$ cat config.mk
export PLATFORM = sky130hd
export DESIGN_NAME = t64_intctl
export DESIGN_NICKNAME = d
export VERILOG_FILES = /design/src/rtl/t64_intctl.sv
export SDC_FILE = /design/constraint.sdc
export NUM_CORES = 1
export LEC_CHECK = 0
export CAP_MARGIN = 10
export CELL_PAD_IN_SITES_DETAIL_PLACEMENT = 2
export CELL_PAD_IN_SITES_GLOBAL_PLACEMENT = 2
export CORE_UTILIZATION = 16
export CTS_BUF_LIST = sky130_fd_sc_hd__clkbuf_8 sky130_fd_sc_hd__clkbuf_16
export DETAILED_ROUTE_END_ITERATION = 10
export PLACE_DENSITY = 0.94
export RECOVER_POWER = 50
export SLEW_MARGIN = 20
export SYNTH_ARGS = -nofsm -noshare
export SYNTH_HDL_FRONTEND = slang
export SYNTH_SLANG_ARGS = --single-unit
$ cat constraint.sdc
create_clock -name clk -period 3.3 [get_ports clk]
set_input_delay 0.33 -clock clk [delete_from_list [all_inputs] [get_ports clk]]
set_output_delay 0.33 -clock clk [all_outputs]
set_load 0.005 [all_outputs]
$ cat src/rtl/t64_intctl.sv
// t64_intctl: memory-mapped edge-triggered interrupt controller driving the CPU intr/intack handshake
//   clk     in  1     system clock
//   reset   in  1     asynchronous active-low reset
//   ain     in  64    CPU byte address; window at BASE, register select ain[5:3]
//   din     in  64    CPU write data, low NSRC bits used
//   width   in  2     CPU access width, no effect on registers
//   write   in  1     CPU write strobe
//   dout    out 64    combinational read data
//   irq     in  NSRC  rising-edge interrupt sources
//   intack  in  1     CPU interrupt acknowledge
//   intr    out 1     interrupt request, high exactly in REQ
module t64_intctl #(
    parameter int          NSRC = 8,
    parameter logic [63:0] BASE = 64'hFFFF_FF00
) (
    input  logic            clk,
    input  logic            reset,
    input  logic [63:0]     ain,
    input  logic [63:0]     din,
    input  logic [1:0]      width,
    input  logic            write,
    output logic [63:0]     dout,
    input  logic [NSRC-1:0] irq,
    input  logic            intack,
    output logic            intr
);
    typedef enum logic [1:0] {IDLE = 2'd0, REQ = 2'd1, SERVICE = 2'd2} state_t;
    state_t          r_state, w_next;
    logic [NSRC-1:0] r_irq_q, r_pend, r_mask;
    logic [2:0]      r_vec, w_idx;
    logic            r_vvalid, r_intr;
    logic            w_hit, w_wr, w_eoi, w_ack, w_any;
    logic [2:0]      w_sel;
    logic [NSRC-1:0] w_set, w_clr, w_ack_clr, w_cand;
    logic [63:0]     w_rd;
    logic            w_unused;
    assign w_unused  = ^{width, din[63:NSRC], ain[2:0]};
    assign w_hit     = ain[63:6] == BASE[63:6];
    assign w_sel     = ain[5:3];
    assign w_wr      = write && w_hit;
    assign w_eoi     = w_wr && w_sel == 3'd3 && r_state == SERVICE;
    assign w_ack     = r_state == REQ && intack;
    assign w_set     = irq & ~r_irq_q;
    assign w_clr     = (w_wr && w_sel == 3'd2) ? din[NSRC-1:0] : '0;
    assign w_ack_clr = w_ack ? NSRC'(1'b1) << r_vec : '0;
    assign w_cand    = r_pend & r_mask;
    assign w_any     = |w_cand;
    assign intr      = r_intr;
    // Scan downward so the lowest set index is the last one written.
    always_comb begin
        w_idx = '0;
        for (int i = NSRC - 1; i >= 0; i--)
            if (w_cand[i]) w_idx = 3'(i);
    end
    always_comb begin
        w_next = r_state;
        w_next = (r_state == IDLE && w_any) ? REQ :
                 w_ack                      ? SERVICE :
                 w_eoi                      ? IDLE : r_state;
    end
    assign w_rd = w_sel == 3'd0 ? 64'(r_pend) :
                  w_sel == 3'd1 ? 64'(r_mask) :
                  w_sel == 3'd4 ? {r_vvalid, 60'd0, r_vec} :
                  w_sel == 3'd5 ? {62'd0, r_state} : 64'd0;
    assign dout = (w_hit && !write) ? w_rd : 64'd0;
    always_ff @(posedge clk or negedge reset) begin
        if (!reset) begin
            r_irq_q  <= '0;
            r_pend   <= '0;
            r_mask   <= '0;
            r_vec    <= '0;
            r_vvalid <= 1'b0;
            r_state  <= IDLE;
            r_intr   <= 1'b0;
        end else begin
            r_irq_q <= irq;
            // A new edge wins over any same-cycle clear of that bit.
            r_pend  <= w_set | (r_pend & ~w_clr & ~w_ack_clr);
            if (w_wr && w_sel == 3'd1) r_mask <= din[NSRC-1:0];
            if (r_state == IDLE && w_any) r_vec <= w_idx;
            if (w_ack) r_vvalid <= 1'b1;
            else if (w_eoi) r_vvalid <= 1'b0;
            r_state <= w_next;
            r_intr  <= w_next == REQ;
        end
    end
endmodule

# Word level (Yosys, flattened, before mapping)
# Index checks and enable logic that the tools add are counted.
op_classes:
  eq_ne: 9
  mux: 20
  n_reduce_logical: 13
  n_shift: 1
  n_bitwise: 8
ops:
  columns: ["operator", "count"]
  rows:
  - ["two-way mux 64 bit", 4]
  - ["== test 58 x 26 -> 1 bit, second input constant", 1]
  - ["bitwise AND 8 bit", 4]
  - ["two-way mux 3 bit", 8]
  - ["NOT 8 bit", 3]
  - ["two-way mux 8 bit", 2]
  - ["logical AND 1 bit", 8]
  - ["two-way mux 2 bit", 4]
  - ["OR 8 bit", 1]
  - ["OR reduction 8 bit", 1]
  - ["left shift 1 x 3 -> 8 bit, first input constant", 1]
  - ["== test 3 x 2 -> 1 bit, second input constant", 2]
  - ["== test 3 bit, second input constant", 2]
  - ["== test 2 x 1 -> 1 bit, second input constant", 2]
  - ["== test 3 x 1 -> 1 bit, second input constant", 1]
  - ["zero test 3 bit", 1]
  - ["== test 2 bit, second input constant", 1]
  - ["zero test 2 bit", 1]
  - ["two-way mux 1 bit", 2]
  - ["nonzero test 2 bit", 1]
  - ["zero test 1 bit", 1]
word_totals:
  input_bits: 142
  wordCells: 58
  ff_bits: 31

# Logic depth before layout (Yosys ltp)
depth:
  ltp_word: 9
  mapped_depth: 6

# Worst setup path before layout
# OpenSTA, ideal clock, no wires.
synth_path:
  path_type: "input port to flip-flop"
  from: "in ain[54]"
  to: "reg r_mask[0]"
  cell_stages: 5
  t_arrival_ps: 2139
  slack_ps: 1036
  path_buffers: 0
  cell_sequence: "or4_1 nor4_4 nand4_2 nor3_4 mux2_4"
synth_between:
  elab_chain_cells: 3
synth_rtl:
  columns: ["element", "line_no", "text"]
  rows:
  - ["from (decl)", "18", "input logic [63:0] ain,"]
  - ["== test 58 x 26 -> 1 bit", "38", "assign w_hit = ain[63:6] == BASE[63:6];"]
  - ["logical AND 1 bit", "40", "assign w_wr = write && w_hit;"]
  - ["logical AND 1 bit", "79", "if (w_wr && w_sel == 3'd1) r_mask <= din[NSRC-1:0];"]
  - ["to (signal assigned)", "79", null]
  - ["to (decl)", "29", "logic [NSRC-1:0] r_irq_q, r_pend, r_mask;"]
# Every way passes these cells.
# A chain may end at the register's enable or synchronous reset.

# Final worst setup path
layout_path:
  from: "in ain[54]"
  to: "out dout[4]"
layout_between:
  elab_chain_cells: 3
layout_rtl:
  columns: ["element", "line_no", "text"]
  rows:
  - ["== test 58 x 26 -> 1 bit", "38", null]
  - ["logical AND 1 bit", "65", "assign dout = (w_hit && !write) ? w_rd : 64'd0;"]
  - ["two-way mux 64 bit", "65", null]
  - ["to (decl)", "22", "output logic [63:0] dout,"]
# Every way passes these cells.

==> results.cfg <==
[synth]
synthArstFlopShare = 1.00
ys_seq_area_frac = 0.358
edff_count_synth = 0
number_of_synthesis_warnings = 0
ys_seq_elements = 31
syn-mean-instance-area_um2 = 9.94
synthesized_area_um2 = 2170
synth_top_flop_cell = dfrtp_1
synthesis.instances = 218
yosys.cell_types.count = 40

[global_routing]
first_global_vias = 2187
first_pass_grt_wire_length_um = 12100
gr_overflow_total = 0
global_route.usage.total = 0.112
number_of_antenna_violations_at_the_first_check_in_global_routing = 0
grt_max_degree = 32

[finish]
diodes = 0
finish.utilization = 0.249
filler_cell_count = 1533
layout.nets = 463
drive_gt1_frac = 0.118
final-seq-area_um2 = 776
multi_input_area_um2 = 1130
stdcell_count = 497
area_growth_pct = 52.1

[setup_path]
critical_path.cell_chain = clkdlybuf4s50_1 > or4_1 > nor4_4 > nand4_1 > or2_4 > nor3_1 > clkdlybuf4s50_1
critical_path_data_arrival_time_ps = 2850
critical-path-top-delay-family = simple AND/OR/NAND/NOR gates
ff2ff_path_depth = 5
critPathRequiredTime_ps = 2970
critical_path_depth = 7
timing_worst_setup_path_type = input pin to output port
cp_slowest_cell = or4_1
worst-path-max-fanout = 8
critical_path.n_buffers_inverters = 2
timing.critical_path.to_type = output port
critical_path.max_stage_delay_ps = 590
critical_path.most_common_cell = clkdlybuf4s50_1
crit_path_start_kind = input pin

[sta]
worst_slack_ps = 124
worst_clock_skew_ps = 5.68
relSlewSlack = -0.157
report.final.setup_viol = 0
maxClockFrequency_mhz = 315
setup_repair_after_global_routing_missed_its_margin = true
timing.final.hold_violations = 0
timing.final.crit_period_ps = 3180
timing_worst_slew_pin_value_ps = 1740
post-route-period-util = 0.962
number_of_slew_limit_violations_in_the_final_report = 32

[min_path]
min_path_type = flip-flop to flip-flop
min_delay_path_depth = 1

[route]
remaining_number_of_nets_flagged_by_the_antenna_check_after_routing = 0
routed_wirelength_um = 7880
first_pass_iters = 3
detail_route.vias_per_cell = 3.91
wire_per_inst_um = 15.9
drt-initial-drc-count = 36
drc_errors = 0
num_vias = 1944

[die]
die_h_um = 118
coreArea_um2 = 13200
chip_width_um = 118
initial_utilization = 0.164
io_pins = 207
std_cell_rows = 42
design.die.area_um2 = 14000

[power_and_ir_drop]
clockPowerShare = 0.448
pwr_density_cell_nw_per_um2 = 307
power.sequential.fraction = 0.392
power_after_layout_mw = 1.01
sw_frac_of_total = 0.228
switching_power_uw = 230
total_leakage_power_nw = 1.40
pwr-share-comb = 0.160
vdd_ir_drop_max_mv = 0.182
p_int_uw = 782

[clock_tree]
tritoncts = yes
clk-insertion-delay-late_ps = 280
htree_levels = 2
tritoncts.num_buffers = 5
clk_pin_slew_worst_paths_ps = 50
clockBufferDepth = 2
cts_hold_buffers = 0
cts-root-buf = clkbuf_16
cts_sinks = 31

[status]
outcome = complete, but fails checks
violations = capacitance limit, slew limit

[place]
hpwlAfterDp_um = 6310
routability_congestion_estimate = 0.776
numPortBuffers = 90
pre_cts_ws_ps = -96.1
placed_cells = 489

[run]
maxcap_violations = 1
-- worst reg2reg max path: stages, from the launching register on --
cell and delay [ps]:
dfrtp_1 450, a22oi_1 300, nand3_1 160, o21ai_1 380, a21oi_1 80, a22o_1 210
-- Yosys cell counts (3+ instances only) --
cell | count | area share
inv_1 | 12 | 0.021
nand4_2 | 3 | 0.017
mux2i_1 | 6 | 0.028
buf_4 | 55 | 0.19
dfrtp_1 | 31 | 0.36
clkbuf_1 | 3 | 0.0052
a22o_1 | 4 | 0.016
mux2_4 | 8 | 0.055
nand2b_1 | 3 | 0.0087
nor3b_1 | 8 | 0.028
o21ai_0 | 9 | 0.021
nor2_1 | 3 | 0.0052
o22ai_1 | 8 | 0.023
nand4_1 | 3 | 0.0087
nand2_1 | 11 | 0.019
a21oi_1 | 4 | 0.0092
or4_1 | 5 | 0.017
a22oi_1 | 4 | 0.014
nor3_1 | 7 | 0.016
-- repair_timing --
item,CTS,global route
setup buffers,0,1
hold endpoints to repair,0,0
setup endpoints to repair,6,4
gates resized for setup,1,2
-- kinds of logic after synthesis --
logic type             after synthesis  synth area share
DFF                                 31             0.358
other                                1           0.00173
buffers and inverters               71             0.218
muxes                               16             0.104
and+or+nand+nor                     64             0.214
AOI/OAI and AO/OA                   35             0.104
-- worst paths after layout --
kind,startpoint,endpoint,slack (ps)
setup / recovery,ain[54],dout[4],120
hold / removal,r_irq_q[7]$_DFF_PN0_,r_pend[7]$_DFF_PN0_,430
setup reg to reg,r_mask[2]$_DFFE_PN0P_,r_vec[0]$_DFFE_PN0P_,1620
hold reg to reg,r_irq_q[7]$_DFF_PN0_,r_pend[7]$_DFF_PN0_,430
max in group asynchronous,reset,r_pend[2]$_DFF_PN0_,1200
min in group asynchronous,reset,r_state[0]$_DFF_PN0_,1080
-- routing by layer --
layer / up-vias / track usage / part of all wire
met2: 115 / 0.210 / 0.52
met1: 942 / 0.116 / 0.38
met5: - / 0 / 0
li1: 882 / - / -
met3: 5 / 0.0415 / 0.095
met4: 0 / 0.0293 / 0.0067
-- stage by stage --
stage	hold slack (ps)	cell area (um2)	TNS, ps
after floorplan	34.4	2370	0
after global placement	413	3140	-125
after detailed placement	424	3140	-230
after CTS	431	3280	0
after global routing	447	3300	-16.4
final	431	3300	0
-- power by group through the flow --
| stage | Clock (mW) | Combinational (mW) | Sequential, mW |
|---|---|---|---|
| floorplan | 0 | 0.0917 | 0.399 |
| global placement | 0 | 0.158 | 0.401 |
| detailed placement | 0 | 0.165 | 0.402 |
| CTS | 0.465 | 0.166 | 0.396 |
| global route | 0.481 | 0.175 | 0.397 |
| finish | 0.454 | 0.162 | 0.396 |
-- cell usage in the layout, fill, tap and decap left out, types with 3 or more instances in the layout --
cell type and count:
o21ai_0 9, nor3b_1 8, nand2_1 11, nor2_1 3, o22ai_1 8, dfrtp_1 31, clkdlybuf4s50_1 80, nor3_1 6
a22oi_1 4, mux2_4 8, dlygate4sd3_1 9, conb_1 55, clkbuf_16 5, nand4_1 3, a22o_1 4, or4_1 5
a21oi_1 4, buf_4 10, nand2b_1 3, inv_1 12, nand4_2 3, mux2i_1 6
-- final cells by class --
cell class | count | area share
inverter | 12 | 0.0137
tap | 176 | 0.0668
timing repair buffer | 101 | 0.298
multi-input combinational | 170 | 0.342
sequential | 31 | 0.235
clock buffer | 6 | 0.0421
clock inverter | 1 | 0.00152
-- registers in the layout (all words and copies together) (netlist names) --
register / count
r_vvalid: 1
r_state: 2
r_irq_q: 8
r_mask: 8
r_vec: 3
r_pend: 8
intr: 1
Note: power is estimated with default switching activity, not from simulation.
